[src/rtl/count_arbiter_pkg.sv]
// Shared definitions for the two-requester count arbiter: FSM states,
// requester count and the grant one-hot helper.
package count_arbiter_pkg;

    localparam int NUM_REQ = 2;

    typedef enum logic [1:0] {
        IDLE = 2'd0,
        RUN  = 2'd1,
        DONE = 2'd2
    } state_t;

    function automatic logic [NUM_REQ-1:0] onehot(input logic idx);
        onehot      = '0;
        onehot[idx] = 1'b1;
    endfunction

endpackage

[src/rtl/count_arbiter_count_unit.sv]
// Shared up-counter: synchronous clear has priority over enable,
// asynchronous active-low reset to zero.
module count_unit #(
    parameter int WIDTH = 4
) (
    input  logic             clk,
    input  logic             rst,
    input  logic             clr,
    input  logic             en,
    output logic [WIDTH-1:0] count
);

    localparam logic [WIDTH-1:0] ONE = WIDTH'(1);

    always_ff @(posedge clk or negedge rst) begin
        if (!rst) begin
            count <= '0;
        end else if (clr) begin
            count <= '0;
        end else if (en) begin
            count <= count + ONE;
        end
    end

endmodule

[src/rtl/count_arbiter.sv]
// Two-requester arbiter that lends a shared counter to one requester at a time.
// Define COUNT_ARB_ROUND_ROBIN_EN for round-robin ties; otherwise req[0] wins.
module count_arbiter
    import count_arbiter_pkg::*;
#(
    parameter int WIDTH = 4
) (
    input  logic               clk,
    input  logic               rst,
    input  logic [NUM_REQ-1:0] req,
    input  logic [WIDTH-1:0]   term0,
    input  logic [WIDTH-1:0]   term1,
    output logic [NUM_REQ-1:0] gnt,
    output logic               busy,
    output logic [WIDTH-1:0]   count,
    output logic [NUM_REQ-1:0] done
);

    state_t           state;
    state_t           state_nxt;
    logic             owner;
    logic             winner;
    logic             grant;
    logic             abort;
    logic             hit;
    logic             cnt_clr;
    logic             cnt_en;
    logic [WIDTH-1:0] term_q;

    assign grant   = (state == IDLE) && (req != '0);
    assign abort   = (state == RUN) && !req[owner];
    assign hit     = (count == term_q);
    assign cnt_clr = grant;
    assign cnt_en  = (state == RUN) && !abort && !hit;

`ifdef COUNT_ARB_ROUND_ROBIN_EN
    // last holds the most recently served requester; a tie goes to the other one
    logic last;

    always_ff @(posedge clk or negedge rst) begin
        if (!rst) begin
            last <= 1'b1;
        end else if (abort || (state == DONE)) begin
            last <= owner;
        end
    end

    assign winner = (req == '1) ? ~last : req[1];
`else
    assign winner = ~req[0];
`endif

    always_ff @(posedge clk or negedge rst) begin
        if (!rst) begin
            owner <= 1'b0;
        end else if (grant) begin
            owner <= winner;
        end
    end

    // Terminal count is captured once so later term changes cannot disturb a run
    always_ff @(posedge clk) begin
        if (grant) begin
            term_q <= winner ? term1 : term0;
        end
    end

    always_ff @(posedge clk or negedge rst) begin
        if (!rst) begin
            state <= IDLE;
        end else begin
            state <= state_nxt;
        end
    end

    // Abort wins over completion so a dropped request never sees a done pulse
    always_comb begin
        state_nxt = state;
        case (state)
            IDLE: begin
                if (grant) begin
                    state_nxt = RUN;
                end
            end
            RUN: begin
                if (abort) begin
                    state_nxt = IDLE;
                end else if (hit) begin
                    state_nxt = DONE;
                end
            end
            DONE: begin
                state_nxt = IDLE;
            end
            default: begin
                state_nxt = IDLE;
            end
        endcase
    end

    always_comb begin
        busy = (state != IDLE);
        gnt  = '0;
        done = '0;
        if (busy) begin
            gnt = onehot(owner);
        end
        if (state == DONE) begin
            done = onehot(owner);
        end
    end

    count_unit #(
        .WIDTH (WIDTH)
    ) u_count (
        .clk   (clk),
        .rst   (rst),
        .clr   (cnt_clr),
        .en    (cnt_en),
        .count (count)
    );

endmodule

[config.mk]
export PLATFORM = sky130hd
export DESIGN_NAME = count_arbiter
export DESIGN_NICKNAME = d
export VERILOG_FILES = /design/src/rtl/count_arbiter_pkg.sv /design/src/rtl/count_arbiter_count_unit.sv /design/src/rtl/count_arbiter.sv
export SDC_FILE = /design/constraint.sdc
export NUM_CORES = 1
export LEC_CHECK = 0
export ABC_AREA = 1
export BUFFER_PORTS_ARGS = -buffer_cell sky130_fd_sc_hd__buf_4
export CORE_MARGIN = 4
export CORE_UTILIZATION = 40
export DETAILED_ROUTE_END_ITERATION = 10
export PLACE_DENSITY = 0.77
export SYNTH_ARGS = -nofsm -noshare
export SYNTH_HDL_FRONTEND = slang
export SYNTH_SLANG_ARGS = --single-unit
[constraint.sdc]
create_clock -name clk -period 1.9 [get_ports clk]
set_input_delay 0.095 -clock clk [delete_from_list [all_inputs] [get_ports clk]]
set_output_delay 0.095 -clock clk [all_outputs]
set_load 0.02 [all_outputs]
==> results.json <==
{
  "run_status": "complete, no violations",
  "finalCritPeriodShare": 0.6975,
  "cts.repair_timing.setup_buffer_count": 0,
  "combinationalPowerShare": 0.470,
  "dp_hpwl_mm": 1.178,
  "placementRows": 14,
  "synth.distinct_cells": 19,
  "synth_seq_area_share": 0.4565,
  "drive_above_1_share": 0.2936,
  "overflow": 0,
  "grt_usage": 0.1512,
  "grt_pass1_wl_mm": 2.373,
  "design.final.nets": 123,
  "routedWlPerCell_um": 11.48,
  "iteration_0_drc_count_of_the_detailed_router": 6,
  "synth_top_cell_area_share": 0.2708,
  "syn_to_final_growth_pct": 30.95,
  "rrSetupSlack_ns": 0.57,
  "io_pins": 21,
  "power.switching_fraction": 0.4399,
  "placement.cell_area_um2": 809.5,
  "cpLargestDelayFamily": "flip-flops",
  "leakage_nw": 0.4711,
  "critical_path.slowest_cell": "sky130_fd_sc_hd__dfrtp_1",
  "ant_nets": 0,
  "gp_congestion": 0.8026,
  "design.die.area_mm2": 0.002325,
  "route.detailed.drc": 0,
  "grt_setup_unrepaired": "no",
  "power_switching_uw": 452.6,
  "portBuffers": 20,
  "min_period_ns": 1.325,
  "first_global_vias": 583,
  "postCtsResizedCells": 0,
  "detailroute.via_count": 613,
  "timing.final.hold_violations": 0,
  "holdCritPathClass": "in -> reg",
  "worst_rel_slew_slack": 0.7437,
  "critical_path_buf_inv_count": 1,
  "ctsHtreeMaxLevel": 1,
  "yosys_warnings": 0,
  "num_antenna_cells": 0,
  "path_clk_slew_ns": 0.08,
  "syn-cell-area_um2": 646.9,
  "internal_power_contribution_uw": 576.2,
  "vdd_drop_max_uv": 746.3,
  "timing.hold.ws_ns": 0.1003,
  "core_mm2": 0.001524,
  "post_cts_hold_buffer_count": 1,
  "synth_top_cell_by_area": "sky130_fd_sc_hd__dfrtp_1",
  "tritoncts.num_buffers": 3,
  "finalSetupTns_ns": 0,
  "pwr-share-clk": 0.152,
  "crit_fanout": 9,
  "maximum_number_of_pins_on_one_net_before_global_route_repair": 10,
  "nFillCells": 150,
  "drv_slew": 0,
  "end_kind": "register",
  "start_kind": "register",
  "final_cells": 125,
  "mappedNetlistNets": 98,
  "synth_area_leaders": "sky130_fd_sc_hd__dfrtp_1, sky130_fd_sc_hd__nand2_1, sky130_fd_sc_hd__edfxtp_1",
  "crit_path_cell_trace": "nor2_1 -> o21ai_2 -> inv_1",
  "synthesis.area_per_instance_um2": 7.610,
  "firstDrtPassIters": 4,
  "worstPathArrival_ns": 1.29,
  "start_util": 0.4245,
  "power_density_mw_per_mm2": 1215,
  "clock_tree_from_tritoncts": "built",
  "setup_violations": 0,
  "clock-root-buffer": "sky130_fd_sc_hd__clkbuf_4",
  "post-place-cells": 120,
  "finClkSkew_ns": 0.01252,
  "die_height_um": 48.22,
  "post-route-cell-area_um2": 847.1,
  "setup.worst_path.class": "reg -> reg",
  "worst-endpoint-required_ns": 1.86,
  "cts_max_path_buffers": 2,
  "instance_count_of_the_mapped_netlist": 85,
  "cts_sinks": 11,
  "worst_skew_pair.late_latency_ns": 0.27,
  "synth-seq-cells": 11,
  "seq_power_share": 0.378,
  "viasPerCell": 4.904,
  "worst_path_largest_cell_delay_ns": 0.41,
  "timing.max_cap.violations": 0,
  "peak_clock_frequency_supported_by_timing_ghz": 0.7546,
  "wl_mm": 1.435,
  "grt_antenna_before_repair": 0,
  "max_slew.worst_pin.slew_ns": 0.3844,
  "die_x_um": 48.22,
  "finalCoreUtilization": 0.5558
}
## through the flow
| step | power [mW] | setup WS (ns) |
|---|---|---|
| after floorplan | 0.7062 | 0.7304 |
| after detailed placement | 0.8777 | 0.5956 |
| after global placement | 0.8504 | 0.6827 |
| after CTS | 1.037 | 0.5687 |
| after global routing | 1.110 | 0.4604 |
| final | 1.029 | 0.5747 |
## sequential cells by signal, summed over array words and instances (netlist names)
name	cells
owner	1
state	2
u_count.count	4
term_q	4
## power by group through the flow
| stage | Clock [mW] | Combinational, mW | Sequential (mW) |
|---|---|---|---|
| after global routing | 0.170 | 0.541 | 0.399 |
| after detailed placement | 0 | 0.486 | 0.392 |
| after CTS | 0.161 | 0.489 | 0.387 |
| after global placement | 0 | 0.463 | 0.387 |
| final | 0.157 | 0.483 | 0.389 |
| after floorplan | 0 | 0.313 | 0.393 |
## path summary, 6_finish.rpt
kind	endpoint	cells past startpoint	start
setup / recovery	term_q[3]	3	state[0]
hold / removal	term_q[2]	3	term1[2]
max in group asynchronous	u_count.count[3]	2	rst
setup reg to reg	term_q[3]	3	state[0]
min in group asynchronous	state[0]	2	rst
hold reg to reg	u_count.count[3]	2	u_count.count[3]
## cell usage in the layout (no fill, tap or decap), drive strengths merged, types with 3 or more instances in the layout
master  instances
nand2          36
buf            20
inv            13
nand3           7
dfrtp           7
nor2            6
edfxtp          4
nand4           3
clkbuf          3
## routing by layer
| layer | track usage | vias up | part of all wire |
|---|---|---|---|
| met3 | 0.02214 | 2 | 0.059 |
| met5 | 0 | - | 0 |
| met2 | 0.2526 | 23 | 0.50 |
| li1 | - | 314 | - |
| met4 | 0.1129 | 0 | 0.019 |
| met1 | 0.1719 | 274 | 0.42 |
## area by class of cell
cell class	count	area (µm²)	area share
Tap cell	16	20.02	0.02363
Clock buffer	3	22.52	0.02659
Multi-Input combinational cell	60	295.3	0.3486
Sequential cell	11	295.3	0.3486
Clock inverter	1	5.005	0.005908
Timing Repair Buffer	21	160.2	0.1891
Inverter	13	48.80	0.05761
## kinds of logic after synthesis
family	after synthesis	synth area share
AO/OA/AOI/OAI	3	0.04642
AND/OR/NAND/NOR	55	0.3772
adder cells (fa/ha/maj)	1	0.01934
buffers and inverters	14	0.08703
XOR/XNOR	1	0.01354
flip-flops	11	0.4565
## cells in the mapped netlist
cell type and count:
sky130_fd_sc_hd__inv_2 1, sky130_fd_sc_hd__nand4_1 3, sky130_fd_sc_hd__buf_4 1, sky130_fd_sc_hd__nand2_4 1, sky130_fd_sc_hd__nand2_2 1, sky130_fd_sc_hd__and3_2 1
sky130_fd_sc_hd__dfrtp_1 7, sky130_fd_sc_hd__nand2_1 34, sky130_fd_sc_hd__inv_1 12, sky130_fd_sc_hd__ha_1 1, sky130_fd_sc_hd__nor3_1 2, sky130_fd_sc_hd__xor2_1 1
sky130_fd_sc_hd__a21oi_1 1, sky130_fd_sc_hd__nand3_1 7, sky130_fd_sc_hd__o21ai_2 1, sky130_fd_sc_hd__a21oi_4 1, sky130_fd_sc_hd__edfxtp_1 4, sky130_fd_sc_hd__nor2_2 2
sky130_fd_sc_hd__nor2_1 4
## worst reg2reg max path: stages (launching register included)
cell and delay (ns):
sky130_fd_sc_hd__dfrtp_1 0.41, sky130_fd_sc_hd__nor2_1 0.24, sky130_fd_sc_hd__o21ai_2 0.19, sky130_fd_sc_hd__inv_1 0.17
No activity file was read; power rests on OpenSTA's default activity.
